`config.mk`:
```
export PLATFORM = sky130hd
export DESIGN_NAME = instr_fetch
export DESIGN_NICKNAME = d
export VERILOG_FILES = /design/src/rtl/fetch_pkg.sv /design/src/rtl/if_id_reg.sv /design/src/rtl/instr_fetch.sv
export SDC_FILE = /design/constraint.sdc
export NUM_CORES = 1
export LEC_CHECK = 0
export ABC_CLOCK_PERIOD_IN_PS = 2000
export CELL_PAD_IN_SITES_DETAIL_PLACEMENT = 1
export CELL_PAD_IN_SITES_GLOBAL_PLACEMENT = 1
export CORE_ASPECT_RATIO = 0.7
export CORE_UTILIZATION = 28
export CTS_BUF_LIST = sky130_fd_sc_hd__clkbuf_4 sky130_fd_sc_hd__clkbuf_8 sky130_fd_sc_hd__clkbuf_16
export CTS_CLUSTER_SIZE = 10
export DETAILED_ROUTE_END_ITERATION = 7
export GPL_ROUTABILITY_DRIVEN = 0
export GPL_TIMING_DRIVEN = 0
export PLACE_DENSITY = 0.79
export SYNTH_ARGS = -nofsm -noshare
export SYNTH_HDL_FRONTEND = slang
export SYNTH_SLANG_ARGS = --single-unit
```
`constraint.sdc`:
```
create_clock -name clk -period 2 [get_ports clk]
set_input_delay 0.2 -clock clk [delete_from_list [all_inputs] [get_ports clk]]
set_output_delay 0.2 -clock clk [all_outputs]
set_load 0.02 [all_outputs]
```
`src/rtl/fetch_pkg.sv`:
```
// fetch_pkg: shared definitions for the instruction fetch stage.
//   - Default widths for the PC/word address and the instruction.
//   - FSM state encoding for the fetch controller.
//   - NOP word that is written into IF/ID when a redirect flushes it.
package fetch_pkg;

  localparam int ADDR_W_DEF  = 8;
  localparam int INSTR_W_DEF = 32;

  typedef enum logic [1:0] {
    BOOT   = 2'd0,
    RUN    = 2'd1,
    HALTED = 2'd2
  } fetch_state_e;

  localparam logic [31:0] NOP = 32'h0000_0000;

endpackage

```
`src/rtl/if_id_reg.sv`:
```
// if_id_reg: IF/ID pipeline register.
// Control priority: i_flush > i_load > i_clr_valid > hold.
// Ports:
//   clk, rst      clock / synchronous active-high reset (clears everything)
//   i_flush       replace the contents with a NOP bubble (valid=0, pc1=held)
//   i_load        capture i_instr / i_pc1 and mark valid
//   i_clr_valid   drop valid only; instruction and pc1 are held
//   i_instr       instruction to capture
//   i_pc1         PC+1 of the instruction being captured
//   o_instr, o_pc1, o_valid  registered contents
import fetch_pkg::*;

module if_id_reg #(
  parameter int ADDR_W  = ADDR_W_DEF,
  parameter int INSTR_W = INSTR_W_DEF
) (
  input  logic               clk,
  input  logic               rst,
  input  logic               i_flush,
  input  logic               i_load,
  input  logic               i_clr_valid,
  input  logic [INSTR_W-1:0] i_instr,
  input  logic [ADDR_W-1:0]  i_pc1,
  output logic [INSTR_W-1:0] o_instr,
  output logic [ADDR_W-1:0]  o_pc1,
  output logic               o_valid
);

  logic [INSTR_W-1:0] r_instr;
  logic [ADDR_W-1:0]  r_pc1;
  logic               r_valid;

  always_ff @(posedge clk) begin
    if (rst) begin
      r_instr <= '0;
      r_pc1   <= '0;
      r_valid <= 1'b0;
    end else if (i_flush) begin
      r_instr <= INSTR_W'(NOP);
      r_valid <= 1'b0;
    end else if (i_load) begin
      r_instr <= i_instr;
      r_pc1   <= i_pc1;
      r_valid <= 1'b1;
    end else if (i_clr_valid) begin
      r_valid <= 1'b0;
    end
  end

  assign o_instr = r_instr;
  assign o_pc1   = r_pc1;
  assign o_valid = r_valid;

endmodule

```
`src/rtl/instr_fetch.sv`:
```
// instr_fetch: fetch stage in front of a combinational instruction ROM.
// Holds the PC, drives the ROM word address and captures the ROM data into
// the IF/ID register. Handles stall, branch/jump redirect (with flush) and halt.
//
// Optional build macro FETCH_PERF_EN adds saturating 16-bit counters
// perf_fetch_cnt (fetch cycles) and perf_stall_cnt (stall cycles).
//
// Handshake/control semantics: there is no valid/ready pair here; every
// control input is a level sampled on the rising edge while in RUN, with
// priority branch_taken > jump > stall > halt_req > normal fetch.
//
// Ports:
//   clk, rst                       clock, synchronous active-high reset
//   imem_addr                      ROM word address (= PC register)
//   imem_rd                        ROM read data, same-cycle combinational
//   stall                          hold PC and IF/ID
//   branch_taken / branch_target   EX-stage redirect (highest priority)
//   jump / jump_target             ID-stage redirect
//   halt_req                       stop fetching, enter HALTED (rst exits)
//   if_id_instr/pc1/valid          IF/ID register contents
//   halted                         FSM is in HALTED
//   perf_fetch_cnt/perf_stall_cnt  (FETCH_PERF_EN only) performance counters
//   o_dbg_state                    current FSM state for observation
import fetch_pkg::*;

module instr_fetch #(
  parameter int                ADDR_W   = ADDR_W_DEF,
  parameter int                INSTR_W  = INSTR_W_DEF,
  parameter logic [ADDR_W-1:0] RESET_PC = '0
) (
  input  logic               clk,
  input  logic               rst,
  output logic [ADDR_W-1:0]  imem_addr,
  input  logic [INSTR_W-1:0] imem_rd,
  input  logic               stall,
  input  logic               branch_taken,
  input  logic [ADDR_W-1:0]  branch_target,
  input  logic               jump,
  input  logic [ADDR_W-1:0]  jump_target,
  input  logic               halt_req,
  output logic [INSTR_W-1:0] if_id_instr,
  output logic [ADDR_W-1:0]  if_id_pc1,
  output logic               if_id_valid,
  output logic               halted,
`ifdef FETCH_PERF_EN
  output logic [15:0]        perf_fetch_cnt,
  output logic [15:0]        perf_stall_cnt,
`endif
  output logic [1:0]         o_dbg_state
);

  fetch_state_e       r_state;
  fetch_state_e       w_state_next;
  logic [ADDR_W-1:0]  r_pc;
  logic [ADDR_W-1:0]  w_pc_next;
  logic [ADDR_W-1:0]  w_pc_inc;
  logic               w_flush;
  logic               w_load;
  logic               w_clr_valid;
  logic               w_fetch;
  logic               w_stall;

  // Modulo 2^ADDR_W: the carry out is simply dropped.
  assign w_pc_inc = r_pc + ADDR_W'(1);

  always_ff @(posedge clk) begin
    if (rst) begin
      r_state <= BOOT;
      r_pc    <= RESET_PC;
    end else begin
      r_state <= w_state_next;
      r_pc    <= w_pc_next;
    end
  end

  always_comb begin
    w_state_next = r_state;
    w_pc_next    = r_pc;
    w_flush      = 1'b0;
    w_load       = 1'b0;
    w_clr_valid  = 1'b0;
    w_fetch      = 1'b0;
    w_stall      = 1'b0;
    unique case (r_state)
      BOOT: begin
        // One idle cycle after reset; inputs are ignored.
        w_state_next = RUN;
      end
      RUN: begin
        if (branch_taken) begin
          // Branch resolves in EX, so it is older than a jump in ID.
          w_pc_next = branch_target;
          w_flush   = 1'b1;
        end else if (jump) begin
          w_pc_next = jump_target;
          w_flush   = 1'b1;
        end else if (stall) begin
          w_stall = 1'b1;
        end else if (halt_req) begin
          w_state_next = HALTED;
          w_clr_valid  = 1'b1;
        end else begin
          w_pc_next = w_pc_inc;
          w_load    = 1'b1;
          w_fetch   = 1'b1;
        end
      end
      HALTED: begin
        // Frozen until reset.
      end
      default: begin
        w_state_next = BOOT;
      end
    endcase
  end

  if_id_reg #(
    .ADDR_W (ADDR_W),
    .INSTR_W(INSTR_W)
  ) u_if_id_reg (
    .clk        (clk),
    .rst        (rst),
    .i_flush    (w_flush),
    .i_load     (w_load),
    .i_clr_valid(w_clr_valid),
    .i_instr    (imem_rd),
    .i_pc1      (w_pc_inc),
    .o_instr    (if_id_instr),
    .o_pc1      (if_id_pc1),
    .o_valid    (if_id_valid)
  );

`ifdef FETCH_PERF_EN
  logic [15:0] r_fetch_cnt;
  logic [15:0] r_stall_cnt;

  always_ff @(posedge clk) begin
    if (rst) begin
      r_fetch_cnt <= '0;
      r_stall_cnt <= '0;
    end else begin
      if (w_fetch && (r_fetch_cnt != 16'hFFFF)) r_fetch_cnt <= r_fetch_cnt + 16'd1;
      if (w_stall && (r_stall_cnt != 16'hFFFF)) r_stall_cnt <= r_stall_cnt + 16'd1;
    end
  end

  assign perf_fetch_cnt = r_fetch_cnt;
  assign perf_stall_cnt = r_stall_cnt;
`else
  // Fetch/stall strobes only feed the optional counters.
  logic w_unused_perf;
  assign w_unused_perf = w_fetch ^ w_stall;
`endif

  assign imem_addr   = r_pc;
  assign halted      = (r_state == HALTED);
  assign o_dbg_state = r_state;

endmodule

```
==> results of run 1 <==
## through the flow
step	instance area [um^2]	util [%]	TNS, ns	worst slack [ns]
final	3420	46.5	0	0.150
after global placement	3310	45.1	-5.51	-0.168
after detailed placement	3310	45.1	-6.89	-0.215
after global routing	3420	46.5	-0.163	-0.0218
after floorplan	2140	-	0	0.468
after CTS	3420	46.5	0	0.111
## cell usage after synthesis (all sizes together) (2+ instances only)
master  count
o211ai      4
clkbuf      5
and3        2
dfxtp      51
a31oi       2
nor2b       3
buf        10
o21ai       6
nor4        2
nor2       12
nand3       4
a21oi      46
nand2      73
nand2b      4
xnor2       3
inv         4
o32ai       2
nor3        7
a211oi      4
xor2        2
a22oi       2
o31a        2
## critical path: stages
cell and delay, ns:
clkdlybuf4s50_1 0.41, buf_2 0.19, nor2_1 0.32, nand3b_1 0.41, buf_2 0.33, nand2_1 0.09
a21oi_1 0.06
## registers in the layout, indices dropped and copies added, names as in the netlist
register / count
u_if_id_reg.o_instr: 32
u_if_id_reg.o_valid: 1
u_if_id_reg.o_pc1: 8
o_dbg_state: 2
imem_addr: 8
## area by class of cell
type                       count  area (um^2)
fill                         898         3940
timing repair buffer         105         1050
sequential                    51         1020
multi-input combinational    191         1010
tap                           98          123
clock buffer                   7         96.3
buffer                        15         93.8
inverter                       4         15.0
clock inverter                 1         7.51
## logic make-up (layout without fill, tap and decap cells)
logic type	count (synthesis)	count (layout)	synth area share, %
simple gates	111	111	23.5
compound gates	73	73	20.6
flops	51	51	47.7
buf+inv	19	132	5.09
xor+xnor	5	5	2.05
fa+ha+maj	1	1	0.585
mux	1	1	0.468
## metal layers
| layer | up-vias | share of wire (%) |
|---|---|---|
| met5 | - | 0 |
| met4 | 0 | 0.059 |
| li1 | 1108 | - |
| met2 | 70 | 44 |
| met1 | 1042 | 49 |
| met3 | 2 | 7.6 |
## worst paths after layout
path,start,to,depth (start not counted)
worst min-delay path,imem_rd[19],u_if_id_reg.o_instr[19],3
worst max-delay path,branch_taken,u_if_id_reg.o_instr[20],7
worst max register to register,o_dbg_state[1],u_if_id_reg.o_instr[20],5
worst min register to register,u_if_id_reg.o_instr[23],u_if_id_reg.o_instr[23],2
## power by group through the flow
| stage | Clock [mW] | Combinational (mW) | Sequential, mW |
|---|---|---|---|
| 2_1_floorplan | 0 | 0.117 | 1.11 |
| 3_3_place_gp | 0 | 0.330 | 1.09 |
| 3_5_place_dp | 0 | 0.337 | 1.09 |
| 4_1_cts | 0.689 | 0.339 | 1.06 |
| 5_1_grt | 0.726 | 0.364 | 1.07 |
| 6_report | 0.666 | 0.336 | 1.06 |
==> flow_metrics.env, run 1 <==
export IMPL_status="finished clean"
export IMPL_io_pins=106
export IMPL_antenna_left=0
export IMPL_ys_flop_type="dfxtp_1"
export IMPL_final_cell_mix="clkdlybuf4s50_1 (105), nand2_1 (73), dfxtp_1 (51)"
export IMPL_layout_commonest_cell="clkdlybuf4s50_1"
export IMPL_switching_share_pct=25.7
export IMPL_ys_seq_area_share_pct=47.7
export IMPL_synth_cell_types=37
export IMPL_dieWidth_um=106
export IMPL_clock_sinks=51
export IMPL_p_total_mw=2.07
export IMPL_rrSetupSlack_ns=0.24
export IMPL_htree_num_levels=2
export IMPL_detail_route_iter0_violations=57
export IMPL_nNetsFinal=428
export IMPL_drive_gt1_share_pct=6.68
export IMPL_overflow=0
export IMPL_synth_top_cells_by_area="dfxtp_1 (48%), nand2_1 (13%), a21oi_1 (11%)"
export IMPL_critical_path_class="in -> reg"
export IMPL_p_int_mw=1.53
export IMPL_async_flop_share_pct=0
export IMPL_die_h_um=75.1
export IMPL_crit_fanout=10
export IMPL_cts_resized=0
export IMPL_finalHoldViolCount=0
export IMPL_finalMaxSlewViolations=0
export IMPL_grt_start_max_net_pins=16
export IMPL_fin_cells=472
export IMPL_area_growth_pct=59.7
export IMPL_wl_per_cell_um=14.4
export IMPL_skew_ns=0.00824
export IMPL_grt_pass1_vias=2215
export IMPL_whs_ns=0.446
export IMPL_cts_tree="built"
export IMPL_clk_pin_slew_ns=0.10
export IMPL_tightest_slew_ns=0.655
export IMPL_yosys_warnings=0
export IMPL_first_pass_iters=4
export IMPL_core_um2=7350
export IMPL_dieArea_um2=8000
export IMPL_p_sw_mw=0.532
export IMPL_synth_cells=261
export IMPL_end_kind="register"
export IMPL_use_met3_pct=5.02
export IMPL_synth_top_cell_area_share_pct=47.7
export IMPL_synth_seq_cells=51
export IMPL_synth_nets=316
export IMPL_netlist_area_um2=2140
export IMPL_cp_data_required_time_ns=2.17
export IMPL_port_buffers=105
export IMPL_fin_crit_sh_pct=92.5
export IMPL_min_period_ns=1.85
export IMPL_grtUsageMet1_pct=23.5
export IMPL_row_count=26
export IMPL_cts_max_path_buffers=2
export IMPL_dp_cells=464
export IMPL_cts_hold_buffers=0
export IMPL_rsz0062_at_grt="true"
export IMPL_grt_pass1_wl_um=10800
export IMPL_synth_top_cell_by_area="dfxtp_1"
export IMPL_grt_busiest_layer="met2"
export IMPL_avgSynthCellArea_um2=8.20
export IMPL_antenna_found_initial=0
export IMPL_p_per_area_nw_per_um2=605
export IMPL_synth_edf_count=0
export IMPL_start_util_pct=29.1
export IMPL_antenna_cells=0
export IMPL_ir_worst_vdd_mv=0.260
export IMPL_numCtsBuffers=5
export IMPL_wirelength_um=6800
export IMPL_avgViaCountPerCell=4.71
export IMPL_fmax_mhz=541
export IMPL_p_leak_nw=1.15
export IMPL_maxSlewHeadroom_pct=56.0
export IMPL_p_comb_share_pct=16.2
export IMPL_clockPowerShare_pct=32.2
export IMPL_critPathArrivalTime_ns=2.02
export IMPL_finalSetupViolations=0
export IMPL_drc=0
export IMPL_maxCapViolCount=0
export IMPL_cp_start_kind="primary input"
export IMPL_hp_class="in -> reg"
export IMPL_use_met2_pct=27.8
export IMPL_hpwl_um=5200
export IMPL_dr_total_vias=2222
export IMPL_ctsRootBufferMaster="clkbuf_8"
export IMPL_grt_usage_pct=17.2
export IMPL_clk_latency_ns=0.30
export IMPL_seqPwrFrac_pct=51.5
export IMPL_post_cts_buffers=0
Note: power is estimated with default switching activity, not from simulation.
==> run 2, diff against run 1 <==
--- a/config.mk
+++ b/config.mk
@@ -16,6 +16,7 @@
 export GPL_ROUTABILITY_DRIVEN = 0
 export GPL_TIMING_DRIVEN = 0
 export PLACE_DENSITY = 0.79
+export SKIP_LAST_GASP = 1
 export SYNTH_ARGS = -nofsm -noshare
 export SYNTH_HDL_FRONTEND = slang
 export SYNTH_SLANG_ARGS = --single-unit
==> results of run 2 <==
Same layout as run 1: the final DEF is identical, and so are final timing and power.
